## src/rtl/snitch_icache_l0_perf_cnt.sv

```systemverilog
// Saturating per-event-type counters summed over all L0 fetch ports.
// Two pipeline stages (capture, then accumulate) and a registered read port.
module snitch_icache_l0_perf_cnt #(
  parameter int unsigned NR_FETCH_PORTS = 4,
  parameter int unsigned COUNTER_WIDTH  = 32
) (
  input  logic                                clk_i,
  input  logic                                rst_ni,
  input  logic                                enable_i,
  input  logic                                clear_i,
  // Per port, bit e is event type e: 0 miss, 1 hit, 2 prefetch, 3 double_hit, 4 stall.
  input  logic [NR_FETCH_PORTS-1:0][4:0]      events_i,
  input  logic                                rd_req_i,
  input  logic [2:0]                          rd_addr_i,
  output logic                                rd_gnt_o,
  output logic                                rd_rvalid_o,
  output logic [COUNTER_WIDTH-1:0]            rd_rdata_o
);

  localparam int unsigned NR_EVENTS = 5;
  localparam int unsigned INC_W     = $clog2(NR_FETCH_PORTS + 1);

  logic [NR_FETCH_PORTS-1:0][4:0]              ev_q;
  logic [NR_EVENTS-1:0][COUNTER_WIDTH-1:0]     cnt_all;
  logic [NR_EVENTS-1:0]                        ovf_all;
  logic [COUNTER_WIDTH-1:0]                    rd_mux;

  // Disabled or cleared cycles capture nothing, so their events never reach a counter.
  always_ff @(posedge clk_i or negedge rst_ni) begin
    if (!rst_ni) begin
      ev_q <= '0;
    end else if (clear_i || !enable_i) begin
      ev_q <= '0;
    end else begin
      ev_q <= events_i;
    end
  end

  for (genvar gi = 0; gi < NR_EVENTS; gi++) begin : g_cnt
    logic [INC_W-1:0]         inc;
    logic [COUNTER_WIDTH:0]   sum;
    logic [COUNTER_WIDTH-1:0] cnt_q;
    logic                     ovf_q;

    always_comb begin
      inc = '0;
      for (int p = 0; p < NR_FETCH_PORTS; p++) begin
        inc = inc + INC_W'(ev_q[p][gi]);
      end
    end

    assign sum = {1'b0, cnt_q} + (COUNTER_WIDTH + 1)'(inc);

    // The carry-out saturates; an all-ones counter keeps carrying, so it stays put.
    always_ff @(posedge clk_i or negedge rst_ni) begin
      if (!rst_ni) begin
        cnt_q <= '0;
        ovf_q <= 1'b0;
      end else if (clear_i) begin
        cnt_q <= '0;
        ovf_q <= 1'b0;
      end else if (sum[COUNTER_WIDTH]) begin
        cnt_q <= '1;
        ovf_q <= 1'b1;
      end else begin
        cnt_q <= sum[COUNTER_WIDTH-1:0];
      end
    end

    assign cnt_all[gi] = cnt_q;
    assign ovf_all[gi] = ovf_q;
  end

  always_comb begin
    rd_mux = '0;
    case (rd_addr_i)
      3'd0:    rd_mux = cnt_all[0];
      3'd1:    rd_mux = cnt_all[1];
      3'd2:    rd_mux = cnt_all[2];
      3'd3:    rd_mux = cnt_all[3];
      3'd4:    rd_mux = cnt_all[4];
      3'd5:    rd_mux = COUNTER_WIDTH'(ovf_all);
      default: rd_mux = '0;
    endcase
  end

  assign rd_gnt_o = rd_req_i;

  always_ff @(posedge clk_i or negedge rst_ni) begin
    if (!rst_ni) begin
      rd_rvalid_o <= 1'b0;
      rd_rdata_o  <= '0;
    end else begin
      rd_rvalid_o <= rd_req_i;
      if (rd_req_i) begin
        rd_rdata_o <= rd_mux;
      end
    end
  end

endmodule

```

## config.mk

```make
export PLATFORM = sky130hd
export DESIGN_NAME = snitch_icache_l0_perf_cnt
export DESIGN_NICKNAME = d
export VERILOG_FILES = /design/src/rtl/snitch_icache_l0_perf_cnt.sv
export SDC_FILE = /design/constraint.sdc
export NUM_CORES = 1
export LEC_CHECK = 0
export CAP_MARGIN = 10
export CORE_MARGIN = 1
export CORE_UTILIZATION = 25
export CTS_BUF_LIST = sky130_fd_sc_hd__clkbuf_16
export CTS_CLUSTER_DIAMETER = 40
export DETAILED_ROUTE_END_ITERATION = 8
export HOLD_SLACK_MARGIN = 0.06
export SETUP_SLACK_MARGIN = 0.15
export SYNTH_ARGS = -nofsm -noshare
export SYNTH_HDL_FRONTEND = slang
export SYNTH_SLANG_ARGS = --single-unit
```

## constraint.sdc

```tcl
create_clock -name clk_i -period 4.2 [get_ports clk_i]
set_input_delay 0.84 -clock clk_i [delete_from_list [all_inputs] [get_ports clk_i]]
set_output_delay 0.84 -clock clk_i [all_outputs]
set_load 0.01 [all_outputs]
```

### Word-level counts from Yosys, hierarchy flattened

Cells that the tools add are included.

* bits in registers: 218
* output and inout port bits: 34

* equality and inequality tests: 5
* multiplexer cells: 22
* add/sub/neg operators: 20
* reductions and logical operators: 8

Operators by type and width (number)
* 2-to-1 mux 32 bit: 10
* case mux 32 bit (6 select lines): 1
* adder 32 x 3 -> 33 bit: 5
* 2-to-1 mux 20 bit: 1
* adder 2 x 1 -> 3 bit: 5
* adder 3 x 1 -> 3 bit: 5
* adder 1 x 1 -> 2 bit: 5
* 2-to-1 mux 1 bit: 10
* nonzero test 2 bit: 5
* == test 3 x 2 -> 1 bit, second input constant: 2
* == test 3 bit, second input constant: 2
* == test 3 x 1 -> 1 bit, second input constant: 1
* zero test 3 bit: 1
* zero test 1 bit: 1
* logical OR 1 bit: 1

### Depth between registers and ports, before layout

* depth in word-level cells: 6
* gate-level depth with buffers: 11
* mapped depth without buffers: 10

### Least setup slack after synthesis

OpenSTA, ideal clock, no wires.

* path kind: reg2reg
* start: reg ev_q[3] in the netlist's numbering
* end: reg g_cnt[3].cnt_q[17]
* setup slack: 1197 ps
* buffers on the path: 2
* cell stages (with the launch flop): 12
* required time: 4122 ps
* data arrival time: 2925 ps
* clock period less this slack: 3003 ps
* cell sequence: dfrtp_1 fa_1 inv_1 fa_1 inv_1 fa_1 nand4_1 nor4_2 nand3_1 clkbuf_1 clkbuf_1 a21oi_1

* longest elaborated chain between the ends: 6

Ends and longest elaborated chain
* start: declaration: line 23 `logic [NR_FETCH_PORTS-1:0][4:0] ev_q;`
* start signal: assignment: line 35 `ev_q <= events_i;`
* adder 1 x 1 -> 2 bit: line 48 `inc = inc + INC_W'(ev_q[p][gi]);`
* adder 2 x 1 -> 3 bit: line 48
* adder 3 x 1 -> 3 bit: line 48
* adder 32 x 3 -> 33 bit: line 52 `assign sum = {1'b0, cnt_q} + (COUNTER_WIDTH + 1)'(inc);`
* 2-to-1 mux 32 bit: line 62 `end else if (sum[COUNTER_WIDTH]) begin`
* 2-to-1 mux 32 bit: line 59 `end else if (clear_i) begin`
* end signal: assignment: line 66 `cnt_q <= sum[COUNTER_WIDTH-1:0];`
* end: declaration: line 42 `logic [COUNTER_WIDTH-1:0] cnt_q;`

No other way between the ends.
A chain may end at the register's enable or synchronous reset.

### Worst setup path in the final report

* start: reg ev_q[2] in the netlist's numbering
* end: reg g_cnt[2].cnt_q[0]

* longest elaborated chain between the ends: 6

Ends and longest elaborated chain (line)
* adder 1 x 1 -> 2 bit: 48
* adder 2 x 1 -> 3 bit: 48
* adder 3 x 1 -> 3 bit: 48
* adder 32 x 3 -> 33 bit: 52
* 2-to-1 mux 32 bit: 62
* 2-to-1 mux 32 bit: 59
* end signal: assignment: 66
* end: declaration: 42

No other way between the ends.

==> flow_summary.json <==
{
  "outcome": "completed",
  "end_kind": "flop",
  "fin_area_sq_mm": 0.0142,
  "root_buffer": "clkbuf_16",
  "cp.required_ns": 4.61,
  "synth_mux_area_share_pct": 6.39,
  "drive_gt1_share_pct": 10.8,
  "synth_edf_count": 0,
  "synth.yosys.seq_area_share_pct": 46.9,
  "cap_violations": 0,
  "worstMarginPinSlew_ns": 0.998,
  "drcViolationCount": 0,
  "path_class": "reg2reg",
  "fmax_mhz": 290,
  "place_area_sq_mm": 0.0129,
  "grt_pass1_wl_mm": 51.9,
  "io_pins": 62,
  "yosys.area_share.xor_xnor_pct": 8.59,
  "clock_skew_ns": 0.0167,
  "clock-sinks": 218,
  "cts_hold_repair.buffers": 0,
  "post_cts_buffers": 0,
  "power.share.switching_pct": 22.8,
  "ys_ff_latch": 218,
  "vias_per_cell": 5.05,
  "row_count": 78,
  "n_antenna_cell": 0,
  "numPlacedInstances": 1767,
  "slew_headroom_pct": 33.4,
  "dieHeight_microns": 218,
  "cp_max_fo": 25,
  "rr_worst_depth": 10,
  "synth_compound_area_share_pct": 12.4,
  "synth-main-ff-cell": "dfrtp_1",
  "dr.first_iter.drc_count": 826,
  "p_per_area_mw_per_mm2": 407,
  "cp_data_arrival_time_ns": 3.86,
  "synth_fa_ha_area_share_pct": 3.12,
  "dp_slack_ns": 0.772,
  "synth-simple-area-share_pct": 18.5,
  "hold_ws_ns": 0.390,
  "timing.final.crit_period_ns": 3.45,
  "stdcell_count": 1834,
  "min_period_over_period_pct": 82.2,
  "gp_congestion": 0.841,
  "finalSetupTns_ns": 0,
  "clockBufferDepth": 3,
  "p_seq_share_pct": 37.8,
  "worst_slack_ns": 0.749,
  "grt_pass1_vias": 9071,
  "finalMaxSlewViolations": 0,
  "yosysWarnings": 0,
  "clock_latency_ns": 0.51,
  "nets": 1254,
  "port_buffers": 61,
  "layout.filler_cells": 4681,
  "multi_input_area_sq_mm": 0.00570,
  "area_growth_pct": 22.5,
  "initial_core_util_pct": 25.5,
  "cts_resized": 0,
  "rr_startpoint": "ev_q[2]$_DFF_PN0_",
  "worst_setup_path_start_kind": "flop",
  "synth_top_family_by_area": "simple AND/OR/NAND/NOR gates",
  "p_leak_nw": 5.58,
  "clock_power_share_pct": 56.1,
  "tritoncts": "yes",
  "wl_per_cell_microns": 17.7,
  "syn_nets": 1199,
  "clk_pin_slew_ns": 0.05,
  "hpwl_mm": 22.8,
  "r2r_end": "g_cnt[2].cnt_q[0]$_DFF_PN0_",
  "syn_area_sq_mm": 0.0116,
  "rsz0062_at_grt": "false",
  "setup_viol": 0,
  "drt-pass1-iter-count": 5,
  "r2r_setup_slack_ns": 0.75,
  "die_w_microns": 218,
  "finalPower_mw": 5.80,
  "synth.distinct_cells": 59,
  "hold_violations": 0,
  "seq_area_sq_mm": 0.00546,
  "grt_start_max_net_pins": 123,
  "p_int_mw": 4.48,
  "route.antenna.remaining_nets": 0,
  "overflow": 0,
  "track_usage_pct": 14.0,
  "combPwrFrac_pct": 6.1,
  "p_sw_mw": 1.32,
  "netlist_instances": 1151,
  "core_sq_mm": 0.0457,
  "fin_util_pct": 31.2,
  "htreeDepth": 2,
  "vias": 9266,
  "cts_buffers": 37,
  "hp-class": "in2async",
  "die-area_sq_mm": 0.0474,
  "synthArstFlopShare_pct": 100,
  "antenna_found_initial": 0,
  "routed_wl_mm": 32.5,
  "syn_area_per_cell_sq_um": 10.1,
  "irDropWorstVdd_v": 0.000238
}
==> state kept, by name (all words and copies together), names as in the netlist <==
register	count
g_cnt.cnt_q	160
rd_rdata_o	32
rd_rvalid_o	1
ev_q	20
g_cnt.ovf_q	5
==> synthesized netlist by cell type (4+ instances only) <==
| library cell | count | area share [%] |
|---|---|---|
| o21a_1 | 4 | 0.26 |
| and3_1 | 26 | 1.4 |
| a21oi_1 | 147 | 6.3 |
| o211ai_1 | 4 | 0.26 |
| o21ai_0 | 15 | 0.65 |
| nor4_1 | 22 | 1.2 |
| nor2b_1 | 8 | 0.43 |
| fa_1 | 15 | 2.6 |
| mux4_2 | 29 | 5.6 |
| clkbuf_1 | 52 | 1.7 |
| xnor2_1 | 71 | 5.3 |
| or3_1 | 11 | 0.59 |
| nor4_2 | 4 | 0.43 |
| xor2_1 | 43 | 3.2 |
| dfrtp_1 | 218 | 47 |
| a31oi_1 | 13 | 0.70 |
| nand2_1 | 53 | 1.7 |
| a211oi_1 | 11 | 0.71 |
| or2_2 | 4 | 0.22 |
| and4_1 | 17 | 1.3 |
| a221oi_1 | 29 | 2.2 |
| inv_1 | 56 | 1.8 |
| nand3_1 | 55 | 2.4 |
| buf_2 | 6 | 0.26 |
| buf_1 | 4 | 0.13 |
| ha_1 | 5 | 0.54 |
| nor2_1 | 98 | 3.2 |
| and2_1 | 27 | 1.5 |
| nand4_1 | 21 | 1.1 |
| nor3_1 | 38 | 1.6 |
==> how the worst max path moves through the flow <==
stage | startpoint | end | slack, ns
detailed placement | ev_q[2]$_DFF_PN0_ | g_cnt[2].cnt_q[6]$_DFF_PN0_ | 0.77
global placement | ev_q[2]$_DFF_PN0_ | g_cnt[2].cnt_q[29]$_DFF_PN0_ | 0.85
finish | ev_q[2]$_DFF_PN0_ | g_cnt[2].cnt_q[0]$_DFF_PN0_ | 0.75
global route | ev_q[2]$_DFF_PN0_ | g_cnt[2].cnt_q[17]$_DFF_PN0_ | 0.45
floorplan | ev_q[3]$_DFF_PN0_ | g_cnt[3].cnt_q[17]$_DFF_PN0_ | 1.20
CTS | ev_q[2]$_DFF_PN0_ | g_cnt[2].cnt_q[0]$_DFF_PN0_ | 0.73
==> power groups by stage <==
stage          combinational, mW  sequential, mW  clock, mW
5_1_grt                    0.398            2.20       3.41
4_1_cts                    0.364            2.19       3.32
3_3_place_gp               0.356            2.23          0
2_1_floorplan              0.169            2.23          0
6_report                   0.352            2.19       3.26
3_5_place_dp               0.361            2.23          0
==> cell usage in the layout (no fill, tap or decap), types with 11 or more instances in the layout <==
| cell type | n |
|---|---|
| or3_1 | 11 |
| nor3_1 | 37 |
| and4_1 | 17 |
| clkbuf_16 | 39 |
| nand2_1 | 53 |
| nand4_1 | 21 |
| a21oi_1 | 147 |
| nor4_1 | 22 |
| buf_4 | 17 |
| a31oi_1 | 13 |
| nand3_1 | 55 |
| a211oi_1 | 11 |
| fa_1 | 15 |
| inv_1 | 57 |
| and2_1 | 27 |
| clkdlybuf4s50_1 | 57 |
| mux4_2 | 29 |
| dfrtp_1 | 218 |
| nor2_1 | 98 |
| o21ai_0 | 15 |
| and3_1 | 26 |
| xor2_1 | 43 |
| a221oi_1 | 29 |
| xnor2_1 | 71 |
==> critical path: stages (launching register included) <==
cell,delay (ns)
dfrtp_1,0.38
fa_1,0.53
inv_1,0.05
fa_1,0.38
inv_1,0.08
fa_1,0.22
and2_1,0.19
nand4_1,0.39
nor3_4,0.50
nand2_2,0.39
a21oi_1,0.27
==> per-layer routing <==
metal  part of all wire [%]  up-vias  track usage [%]  wire length (microns)
met2                     47      315             21.9                  15100
met1                     45     4627             19.9                  14700
li1                       -     4274                -                      -
met3                    6.2       50             2.02                   2030
met5                      0        -                0                      0
met4                    1.8        0             3.80                    600
==> kinds of logic after synthesis <==
kind of cell | count (synthesis)
AOI/OAI and AO/OA | 238
xor gates and xnor gates | 114
adders and majority gates | 20
buffers and inverters | 121
DFF | 218
muxes | 36
and+or+nand+nor | 404
==> final cells by class <==
| type | instances | area share, % |
|---|---|---|
| timing repair buffer | 80 | 5.50 |
| inverter | 57 | 1.50 |
| sequential | 218 | 38.3 |
| clock inverter | 28 | 2.56 |
| clock buffer | 39 | 6.85 |
| multi-input combinational | 812 | 40.0 |
| tap | 600 | 5.27 |
No activity file was read; power rests on OpenSTA's default activity.
